File: src/rtl/mdu_pkg.sv
// Shared types and constants for the sequential multiply/divide unit.
package mdu_pkg;

    typedef enum logic [1:0] {
        IDLE = 2'd0,
        CALC = 2'd1,
        ADJ  = 2'd2,
        DONE = 2'd3
    } mdu_state_e;

    localparam logic        OP_MUL    = 1'b0;
    localparam logic        OP_DIV    = 1'b1;
    localparam int          MDU_ITERS = 32;
    localparam logic [31:0] DIV0_QUOT = 32'hFFFF_FFFF;

    // 33-bit magnitude so that |-2^31| stays representable
    function automatic logic [32:0] abs33(input logic [31:0] x);
        return x[31] ? ({1'b0, ~x} + 33'd1) : {1'b0, x};
    endfunction

endpackage

File: src/rtl/mul_div_unit_if.sv
// Bus-side handshake between the control unit (master) and the multiply/divide unit (slave).
interface mul_div_unit_if #(parameter int WIDTH = 32);

    logic             start;
    logic             op;
    logic [WIDTH-1:0] a;
    logic [WIDTH-1:0] b;
    logic             busy;
    logic             done;
    logic [WIDTH-1:0] hi;
    logic [WIDTH-1:0] lo;
    logic             hi_load;
    logic             lo_load;
    logic             div_by_zero;

    modport master (
        output start, op, a, b,
        input  busy, done, hi, lo, hi_load, lo_load, div_by_zero
    );

    modport slave (
        input  start, op, a, b,
        output busy, done, hi, lo, hi_load, lo_load, div_by_zero
    );

endinterface

File: src/rtl/mdu_iter_step.sv
// One iteration of the datapath: Booth add/sub + arithmetic shift, or restoring trial subtract + shift.
module mdu_iter_step
    import mdu_pkg::*;
(
    input  logic        i_op,
    input  logic [64:0] i_work,
    input  logic [32:0] i_m,
    output logic [64:0] o_work
);

    logic [32:0] w_acc;
    logic [32:0] w_sum;
    logic [32:0] w_shift;
    logic [33:0] w_diff;

    always_comb begin
        o_work = i_work;
        // MUL view: {acc[31:0], multiplier[31:0], q-1}; acc widened so the add cannot wrap
        w_acc = {i_work[64], i_work[64:33]};
        case (i_work[1:0])
            2'b01:   w_sum = w_acc + i_m;
            2'b10:   w_sum = w_acc - i_m;
            default: w_sum = w_acc;
        endcase
        // DIV view: {rem[32:0], quot[31:0]}
        w_shift = {i_work[63:32], i_work[31]};
        w_diff  = {1'b0, w_shift} - {1'b0, i_m};
        if (i_op == OP_MUL) begin
            o_work = {w_sum[32:1], w_sum[0], i_work[32:2], i_work[1]};
        end else if (!w_diff[33]) begin
            o_work = {w_diff[32:0], i_work[30:0], 1'b1};
        end else begin
            o_work = {w_shift, i_work[30:0], 1'b0};
        end
    end

endmodule

File: src/rtl/mul_div_unit.sv
// Sequential signed 32x32 multiply / divide, one bit per clock, results into HI/LO.
//   state | meaning
//   IDLE  | waiting for start; divide-by-zero resolved here directly
//   CALC  | one Booth / restoring-divide iteration per cycle, 32 cycles
//   ADJ   | sign fix-up for DIV, results registered into hi/lo
//   DONE  | one cycle; done/hi_load/lo_load pulse on the following cycle
module mul_div_unit
    import mdu_pkg::*;
#(
    parameter int WIDTH = MDU_ITERS
) (
    input  logic           clk,
    input  logic           reset,
    mul_div_unit_if.slave  bus
);

    localparam logic [4:0] CNT_LOAD = 5'(WIDTH - 1);

    mdu_state_e  r_state;
    mdu_state_e  w_state_nxt;
    logic [4:0]  r_cnt;
    logic        r_op;
    logic        r_neg_q;
    logic        r_neg_r;
    logic        r_dz;
    logic [64:0] r_work;
    logic [64:0] w_work_nxt;
    logic [32:0] r_m;
    logic        w_div0;
    logic [31:0] w_quot;
    logic [31:0] w_rem;
    logic [31:0] w_res_hi;
    logic [31:0] w_res_lo;

    mdu_iter_step u_step (
        .i_op   (r_op),
        .i_work (r_work),
        .i_m    (r_m),
        .o_work (w_work_nxt)
    );

    always_comb begin
        w_div0      = bus.start && (bus.op == OP_DIV) && (bus.b == '0);
        w_state_nxt = r_state;
        case (r_state)
            IDLE:    if (bus.start) w_state_nxt = w_div0 ? DONE : CALC;
            CALC:    if (r_cnt == '0) w_state_nxt = ADJ;
            ADJ:     w_state_nxt = DONE;
            DONE:    w_state_nxt = IDLE;
            default: w_state_nxt = IDLE;
        endcase
    end

    always_comb begin
        w_quot   = r_work[31:0];
        w_rem    = r_work[63:32];
        w_res_hi = r_work[64:33];
        w_res_lo = r_work[32:1];
        if (r_op == OP_DIV) begin
            w_res_lo = r_neg_q ? -w_quot : w_quot;
            w_res_hi = r_neg_r ? -w_rem : w_rem;
        end
    end

    always_ff @(posedge clk or posedge reset) begin
        if (reset) r_state <= IDLE;
        else       r_state <= w_state_nxt;
    end

    // Status outputs are registered from the current state, so they trail it by one cycle
    always_ff @(posedge clk or posedge reset) begin
        if (reset) begin
            r_cnt           <= '0;
            r_op            <= OP_MUL;
            r_neg_q         <= 1'b0;
            r_neg_r         <= 1'b0;
            r_dz            <= 1'b0;
            r_work          <= '0;
            r_m             <= '0;
            bus.busy        <= 1'b0;
            bus.done        <= 1'b0;
            bus.hi_load     <= 1'b0;
            bus.lo_load     <= 1'b0;
            bus.div_by_zero <= 1'b0;
            bus.hi          <= '0;
            bus.lo          <= '0;
        end else begin
            bus.busy        <= (r_state == CALC) || (r_state == ADJ);
            bus.done        <= (r_state == DONE);
            bus.hi_load     <= (r_state == DONE);
            bus.lo_load     <= (r_state == DONE);
            bus.div_by_zero <= (r_state == DONE) && r_dz;
            case (r_state)
                IDLE: begin
                    if (bus.start) begin
                        r_op    <= bus.op;
                        r_cnt   <= CNT_LOAD;
                        r_neg_q <= bus.a[31] ^ bus.b[31];
                        r_neg_r <= bus.a[31];
                        r_dz    <= w_div0;
                        if (bus.op == OP_DIV) begin
                            r_work <= {32'd0, abs33(bus.a)};
                            r_m    <= abs33(bus.b);
                        end else begin
                            r_work <= {32'd0, bus.b, 1'b0};
                            r_m    <= {bus.a[31], bus.a};
                        end
                        if (w_div0) begin
                            bus.hi <= bus.a;
                            bus.lo <= DIV0_QUOT;
                        end
                    end
                end
                CALC: begin
                    r_work <= w_work_nxt;
                    if (r_cnt != '0) r_cnt <= r_cnt - 5'd1;
                end
                ADJ: begin
                    bus.hi <= w_res_hi;
                    bus.lo <= w_res_lo;
                end
                default: ;
            endcase
        end
    end

endmodule

File: src/flat_wrapper.sv
// flat-port wrapper written by rule: the top's interface ports become plain ports
module mul_div_unit_flat import mdu_pkg::*;
#(
    parameter int WIDTH = MDU_ITERS
)
  (clk, reset, bus_start, bus_op, bus_a, bus_b, bus_busy, bus_done, bus_hi, bus_lo, bus_hi_load, bus_lo_load, bus_div_by_zero);
  mul_div_unit_if #(.WIDTH(WIDTH)) bus_i ();
  input  logic clk;
  input  logic reset;
  input wire logic [$bits(bus_i.start)-1:0] bus_start;
  input wire logic [$bits(bus_i.op)-1:0] bus_op;
  input wire logic [$bits(bus_i.a)-1:0] bus_a;
  input wire logic [$bits(bus_i.b)-1:0] bus_b;
  output wire logic [$bits(bus_i.busy)-1:0] bus_busy;
  output wire logic [$bits(bus_i.done)-1:0] bus_done;
  output wire logic [$bits(bus_i.hi)-1:0] bus_hi;
  output wire logic [$bits(bus_i.lo)-1:0] bus_lo;
  output wire logic [$bits(bus_i.hi_load)-1:0] bus_hi_load;
  output wire logic [$bits(bus_i.lo_load)-1:0] bus_lo_load;
  output wire logic [$bits(bus_i.div_by_zero)-1:0] bus_div_by_zero;
  assign bus_i.start = bus_start;
  assign bus_i.op = bus_op;
  assign bus_i.a = bus_a;
  assign bus_i.b = bus_b;
  assign bus_busy = bus_i.busy;
  assign bus_done = bus_i.done;
  assign bus_hi = bus_i.hi;
  assign bus_lo = bus_i.lo;
  assign bus_hi_load = bus_i.hi_load;
  assign bus_lo_load = bus_i.lo_load;
  assign bus_div_by_zero = bus_i.div_by_zero;
  mul_div_unit #(.WIDTH(WIDTH)) u_core (.clk(clk), .reset(reset), .bus(bus_i));
endmodule
File: config.mk
export PLATFORM = sky130hd
export DESIGN_NAME = mul_div_unit_flat
export DESIGN_NICKNAME = d
export VERILOG_FILES = /design/src/rtl/mdu_pkg.sv /design/src/rtl/mul_div_unit_if.sv /design/src/rtl/mdu_iter_step.sv /design/src/rtl/mul_div_unit.sv /design/src/flat_wrapper.sv
export SDC_FILE = /design/constraint.sdc
export NUM_CORES = 1
export LEC_CHECK = 0
export BUFFER_PORTS_ARGS = -buffer_cell sky130_fd_sc_hd__buf_4
export CORE_AREA = 2 2 192 194
export CTS_CLUSTER_DIAMETER = 100
export DETAILED_ROUTE_END_ITERATION = 6
export DIE_AREA = 0 0 194 196
export HOLD_SLACK_MARGIN = 0.06
export PLACE_DENSITY = 0.71
export SLEW_MARGIN = 25
export SYNTH_ARGS = -nofsm -noshare
export SYNTH_HDL_FRONTEND = slang
export SYNTH_SLANG_ARGS = --single-unit
File: constraint.sdc
create_clock -name clk -period 9.35 [get_ports clk]
set_clock_uncertainty 0.15 [all_clocks]
set_input_delay 1.87 -clock clk [delete_from_list [all_inputs] [get_ports clk]]
set_output_delay 1.87 -clock clk [all_outputs]
set_load 0.05 [all_outputs]
==> results of run 1 <==
## flip-flops by register name, indices dropped and copies added (netlist names)
name                    flops
u_core.r_neg_q              1
u_core.bus.hi              32
u_core.bus.div_by_zero      1
u_core.r_neg_r              1
u_core.bus.hi_load          1
u_core.r_work              65
u_core.bus.lo              32
u_core.bus.busy             1
u_core.r_state              2
u_core.r_dz                 1
u_core.r_op                 1
u_core.r_m                 33
u_core.r_cnt                5
## kinds of logic after synthesis
kind of cell             Yosys count  synth area share (%)
adder cells (fa/ha/maj)           79                  6.27
AND/OR/NAND/NOR                  605                  17.3
XOR/XNOR                         205                  11.2
AO/OA/AOI/OAI                    693                  27.2
buffers and inverters            229                  5.52
multiplexers                      78                  4.98
flip-flops                       176                  27.5
## worst max-delay path, stage by stage
cell and delay [ns]:
buf_4 0.12, inv_1 0.05, ha_1 0.19, nand4bb_1 0.14, or2_1 0.30, or4_4 0.55, or4_1 0.58, nand2b_1 0.23
or4_4 0.58, a21boi_4 0.16, buf_4 0.29, nor2_2 0.65, a21oi_1 0.15
## stage by stage
stage	cell area, sq um	utilization, %	worst slack (ns)	cells	total power, W
after detailed placement	17200	47.6	3.24	2530	0.00711
after global routing	17800	49.3	3.45	2562	0.00857
after floorplan	16000	-	2.56	2065	0.00568
after CTS	17800	49.2	3.69	2562	0.00789
final	17800	49.3	3.60	2562	0.00797
after global placement	17200	47.6	3.34	2530	0.00698
## area by class of cell
class | count | area (sq um) | area share, %
flip-flops and latches | 176 | 4410 | 24.8
inverters | 73 | 280 | 1.58
repair buffers | 153 | 1150 | 6.46
clock inverters | 13 | 141 | 0.795
well taps | 468 | 586 | 3.29
multi-input cells | 1660 | 10800 | 60.5
clock buffers | 19 | 453 | 2.55
## routing by layer
layer,wire (microns),track usage (%),vias to the layer above
met5,18,0,-
met4,2470,12.7,2
met3,5560,6.43,156
met2,24500,44.5,844
met1,23000,38.2,7779
li1,-,-,7441
## synthesized netlist by cell type (all sizes together) (6+ instances only)
cell / number / share of area (%)
dfrtp: 176 / 27
nor4: 16 / 0.63
a22o: 14 / 0.77
nand3: 20 / 0.63
buf: 31 / 0.88
a41oi: 6 / 0.33
o221ai: 14 / 0.77
nand2b: 20 / 0.83
inv: 73 / 1.7
a31oi: 41 / 1.6
a211o: 10 / 0.55
nand2: 251 / 5.9
xor2: 126 / 6.9
or3: 19 / 0.77
a21o: 30 / 1.4
xnor2: 79 / 4.3
clkbuf: 125 / 2.9
a32o: 6 / 0.38
o21ai: 196 / 6.1
or4: 21 / 1.1
mux2: 14 / 0.98
nor2: 163 / 3.8
o31ai: 41 / 1.9
a221o: 9 / 0.56
nand4: 14 / 0.55
nor3: 24 / 0.75
o21bai: 13 / 0.61
and3: 10 / 0.39
a21oi: 197 / 6.2
o22ai: 8 / 0.31
o211ai: 21 / 0.98
o41ai: 18 / 1.1
o21a: 6 / 0.28
ha: 77 / 6.0
mux2i: 64 / 4.0
a211oi: 32 / 1.5
nor2b: 30 / 1.2
## worst max-delay path by stage
| stage | from | endpoint | slack [ns] | cells past startpoint |
|---|---|---|---|---|
| floorplan | reset | u_core.bus.busy$_DFF_PP0_ | 2.56 | 1 |
| global placement | bus_b[0] | u_core.bus.lo[26]$_DFFE_PP0P_ | 3.34 | 13 |
| detailed placement | bus_b[0] | u_core.bus.lo[20]$_DFFE_PP0P_ | 3.24 | 13 |
| CTS | bus_b[0] | u_core.bus.lo[22]$_DFFE_PP0P_ | 3.69 | 13 |
| global route | bus_op | u_core.bus.lo[25]$_DFFE_PP0P_ | 3.45 | 8 |
| finish | bus_b[0] | u_core.bus.lo[20]$_DFFE_PP0P_ | 3.60 | 13 |
## where the power goes
| part | total, W | internal (W) | switching [W] |
|---|---|---|---|
| Clock | 0.000749 | 0.000392 | 0.000357 |
| Sequential | 0.00165 | 0.00108 | 0.000569 |
| Combinational | 0.00557 | 0.00213 | 0.00344 |
==> reports/results.ini, run 1 <==
[status]
status = finished clean

[worst_hold_path]
hp-start = u_core.bus.hi[22]$_DFFE_PP0P_
whs_endpoint = u_core.bus.hi[22]$_DFFE_PP0P_
hp-class = reg2reg
hold_depth = 2

[worst_setup_path]
r2r-start = u_core.r_m[1]$_DFFE_PP0P_
critPathMaxFanout = 60
arrival_ns = 5.89
worst-r2r-cell-count = 17
required_ns = 9.49
worstReg2RegEnd = u_core.r_work[62]$_DFFE_PP0P_
r2r_slack_ns = 3.94
end_kind = flip-flop
start_kind = input pin
crit_type = in2reg

[sta]
timing.hold.ws_ns = 0.351
max_freq_mhz = 174
worst_pin_slew_ns = 1.02
hold_viol_final = 0
finalSetupViolCount = 0
relSlewSlack_pct = 31.8
period_minus_slack_ns = 5.75
tns_ns = 0
slew_viol_final = 0
rsz0062_at_grt = no
fin_crit_sh_pct = 61.5

[clocking]
ctsLongestPathBuffers = 2
cts_root_buf = clkbuf_16
cts-htree-levels = 4
numCtsBuffers = 17
clkSinkCount = 176
clk_pin_slew_ns = 0.07
post_cts_buffers = 0
cts_resized = 0
cts_tree = built
ctsHoldBuffers = 0
insertion_delay_ns = 0.45

[pwr]
p_leak_nw = 7.61
ir_worst_vdd_mv = 0.264
cellPowerDensity_nw_per_um2 = 448

[floorplanning]
dieWidth_microns = 194
ios = 137
dieArea_sq_um = 38000
core_area_sq_um = 36100
die_h_microns = 196
fp-row-count = 70
start_util_pct = 44.4

[drt]
routedWlPerCell_microns = 21.7
via_per_inst = 6.33
ant_nets = 0
firstDrtPassIters = 6
routed_wl_microns = 55600
drc = 0
drtIter0Drc = 1772
num_vias = 16200

[placed_design]
io_buffers = 136
hpwl_microns = 41300
gp_congestion = 0.977

[synth]
yosys_warnings = 0
synth-edff-count = 0
syn-cell-area_sq_um = 16000
yosysUniqueCellTypes = 71
ys.flop_type = dfrtp_1
syn_area_per_cell_sq_um = 7.76
syn_nets = 2212
ys_seq_area_share_pct = 27.5
synth-async-reset-ratio_pct = 100
synthCells = 2065
ys_seq_elements = 176

[global_route]
grt_pass1_vias = 15400
grt_max_degree = 106
grtUsageTotal_pct = 28.6
grt_pass1_wl_microns = 86200
antenna_found_initial = 1
gr-total-overflow = 0

[run]
maxCapViolCount = 0

[finish]
fin_nets = 2228
syn_to_final_growth_pct = 11.0
layout_common_cells = nand2_1 (250), a21oi_1 (196), o21ai_0 (181)
final_common_cell = nand2_1
drive_gt1_share_pct = 10.7
fillers = 3543
diodes = 0

No activity file was read; power rests on OpenSTA's default activity.
==> run 2, diff against run 1 <==
==> constraint.sdc (replaced) <==
create_clock -name clk -period 5.55 [get_ports clk]
set_clock_uncertainty 0.15 [all_clocks]
set_input_delay 1.11 -clock clk [delete_from_list [all_inputs] [get_ports clk]]
set_output_delay 1.11 -clock clk [all_outputs]
set_load 0.05 [all_outputs]
==> run 2 against run 1 <==
Wire length down 3.0%. Setup slack got worse by 3.0 ns. Count of clock-buffer cells in the layout is the same. Total power up 68%. Combinational power grew 68%. Register-to-register slack worse by 3.3 ns. Largest cell class unchanged. Largest power group unchanged.
==> reports/results.ini, run 2 (synthesis results as in run 1) <==
[status]
status = finished clean

[global_route]
grt_max_degree = 127  ; +20%
antenna_found_initial = 0  ; -1
grt_pass1_vias = 14900  ; -2.9%
gr-total-overflow = 0  ; unchanged
grt_pass1_wl_microns = 83700  ; -3.0%
grtUsageTotal_pct = 27.6  ; -1.0 points

[worst_setup_path]
end_kind = flip-flop
start_kind = flip-flop
critPathMaxFanout = 5  ; -92%
arrival_ns = 5.14  ; -0.75 ns
required_ns = 5.73  ; -3.76 ns
worstReg2RegEnd = u_core.r_work[61]$_DFFE_PP0P_
r2r-start = u_core.r_m[1]$_DFFE_PP0P_
crit_start = u_core.r_m[1]$_DFFE_PP0P_
crit_end = u_core.r_work[61]$_DFFE_PP0P_
worst-r2r-cell-count = 18  ; +1
crit_type = reg2reg
r2r_slack_ns = 0.59  ; -3.35 ns

[sta]
fin_crit_sh_pct = 89.3
finalSetupViolCount = 0  ; unchanged
relSlewSlack_pct = 32.4  ; +0.52 points
tns_ns = 0  ; unchanged
rsz0062_at_grt = no
slew_viol_final = 0  ; unchanged
hold_viol_final = 0  ; unchanged
max_freq_mhz = 202
period_minus_slack_ns = 4.96
worst_pin_slew_ns = 1.01  ; -0.00781 ns

[pwr]
seq_power_share_pct = 20.9  ; +0.2 points
p_leak_nw = 7.66  ; +0.70%
p_int_w = 0.00611  ; +70%
power_switching_w = 0.00727  ; +66%
comb_power_share_pct = 69.9  ; about the same
power_w = 0.0134  ; +68%
cellPowerDensity_nw_per_um2 = 749  ; +67%
power.share.clock_pct = 9.2  ; -0.2 points
ir_worst_vdd_mv = 0.469  ; +78%
switching_share_pct = 54.4  ; -0.46 points

[finish]
fin_nets = 2237  ; +0.40%
fillers = 3501  ; -1.2%
drive_gt1_share_pct = 11.0  ; +0.24 points
diodes = 0  ; unchanged
largest-register = u_core.r_work
fin_util_pct = 49.5  ; +0.23 points
multiInputGateArea_sq_um = 10800  ; about the same
syn_to_final_growth_pct = 11.5
layout_common_cells = nand2_1 (249), a21oi_1 (196), o21ai_0 (181)
largest_reg_flops = 65  ; unchanged
final_common_cell = nand2_1
reg_top3 = u_core.r_work (65), u_core.r_m (33)
seq_area_sq_um = 4410  ; about the same

[drt]
routedWlPerCell_microns = 21.0  ; -3.3%
firstDrtPassIters = 6  ; unchanged
wl_met2_microns = 24100  ; -1.9%
wl_met3_microns = 4500  ; -19%
num_vias = 16000  ; -1.4%
drtIter0Drc = 1776  ; +0.23%
ant_nets = 0  ; unchanged
via_per_inst = 6.22  ; -1.7%
drc = 0  ; unchanged
met1Wirelength_microns = 23500  ; +2.4%
top_layer = met4
routed_wl_microns = 53900  ; -3.0%

[floorplanning]
ios = 137  ; unchanged
dieWidth_microns = 194  ; unchanged
start_util_pct = 44.4  ; unchanged
fp-row-count = 70  ; unchanged
dieArea_sq_um = 38000  ; unchanged
die_h_microns = 196  ; unchanged
core_area_sq_um = 36100  ; unchanged

[clocking]
ctsHoldBuffers = 0  ; unchanged
cts_resized = 0  ; unchanged
ctsLongestPathBuffers = 2  ; unchanged
numCtsBuffers = 17  ; unchanged
cts_root_buf = clkbuf_16
cts-htree-levels = 4  ; unchanged
post_cts_buffers = 0  ; unchanged
cts_tree = built
insertion_delay_ns = 0.45  ; about the same
clkSinkCount = 176  ; unchanged
clk_pin_slew_ns = 0.07  ; about the same

[placed_design]
io_buffers = 136  ; unchanged
hpwl_microns = 40800  ; -1.3%
gp_congestion = 0.986  ; +0.91%

[worst_hold_path]
hp-class = reg2reg

[run]
maxCapViolCount = 0  ; unchanged

## run 2: cell count changes in the layout (fill, tap and decap cells not counted), sizes merged
cell / before / now
inv: 79 / 80
buf: 153 / 162
clkinv: 4 / 2
## run 2: routing by layer
metal	GRT usage [%]	vias up
li1	-	7464
met1	38.5	7653
met2	43.1	766
met3	4.66	108
met4	10.2	0
met5	0	-
## run 2: how the worst min path moves through the flow
stage                                  startpoint                            end  slack [ns]  cells after the start
CTS                 u_core.bus.hi[28]$_DFFE_PP0P_  u_core.bus.hi[28]$_DFFE_PP0P_        0.35                      1
finish              u_core.bus.hi[26]$_DFFE_PP0P_  u_core.bus.hi[26]$_DFFE_PP0P_        0.34                      2
floorplan                 u_core.r_dz$_DFFE_PP0P_        u_core.r_dz$_DFFE_PP0P_        0.29                      2
global route         u_core.bus.hi[8]$_DFFE_PP0P_   u_core.bus.hi[8]$_DFFE_PP0P_        0.37                      2
detailed placement  u_core.bus.hi[28]$_DFFE_PP0P_  u_core.bus.hi[28]$_DFFE_PP0P_        0.32                      1
global placement    u_core.bus.hi[14]$_DFFE_PP0P_  u_core.bus.hi[14]$_DFFE_PP0P_        0.32                      2
## run 2: power by group through the flow
stage,logic [W],registers (W),clock network (W)
2_1_floorplan,0.00668,0.00289,0
3_3_place_gp,0.00903,0.00275,0
3_5_place_dp,0.00919,0.00277,0
4_1_cts,0.00923,0.00276,0.00124
5_1_grt,0.0103,0.00287,0.00128
6_report,0.00935,0.00280,0.00123
## run 2: cell type report
class | count | area share (%)
clock buffer | 19 | 2.48
inverter | 73 | 1.56
timing repair buffer | 162 | 7.06
multi-input combinational | 1660 | 60.2
sequential | 176 | 24.7
clock inverter | 12 | 0.701
tap | 468 | 3.28
## run 2: metrics by stage
step | cell area, sq um | hold WS [ns] | std cells | setup WS, ns
after floorplan | 16000 | 0.289 | 2065 | 1.21
after detailed placement | 17300 | 0.318 | 2538 | 0.693
after global routing | 17900 | 0.372 | 2570 | 0.191
final | 17900 | 0.340 | 2570 | 0.592
after global placement | 17300 | 0.318 | 2538 | 0.730
after CTS | 17800 | 0.346 | 2569 | 0.659
## run 2: critical path: stages (launching register included)
cell and delay (ns):
dfrtp_1 0.42, inv_1 0.13, ha_1 0.17, and3_1 0.21, and4_1 0.30, and3_1 0.24, nand2_1 0.11, nor3_1 0.42
a21oi_1 0.16, xnor2_1 0.15, ha_1 0.37, nand4_1 0.12, a31oi_1 0.23, o221ai_1 0.22, or3_1 0.44, a311oi_1 0.46
xnor2_1 0.17, o21ai_0 0.09, a32o_1 0.29
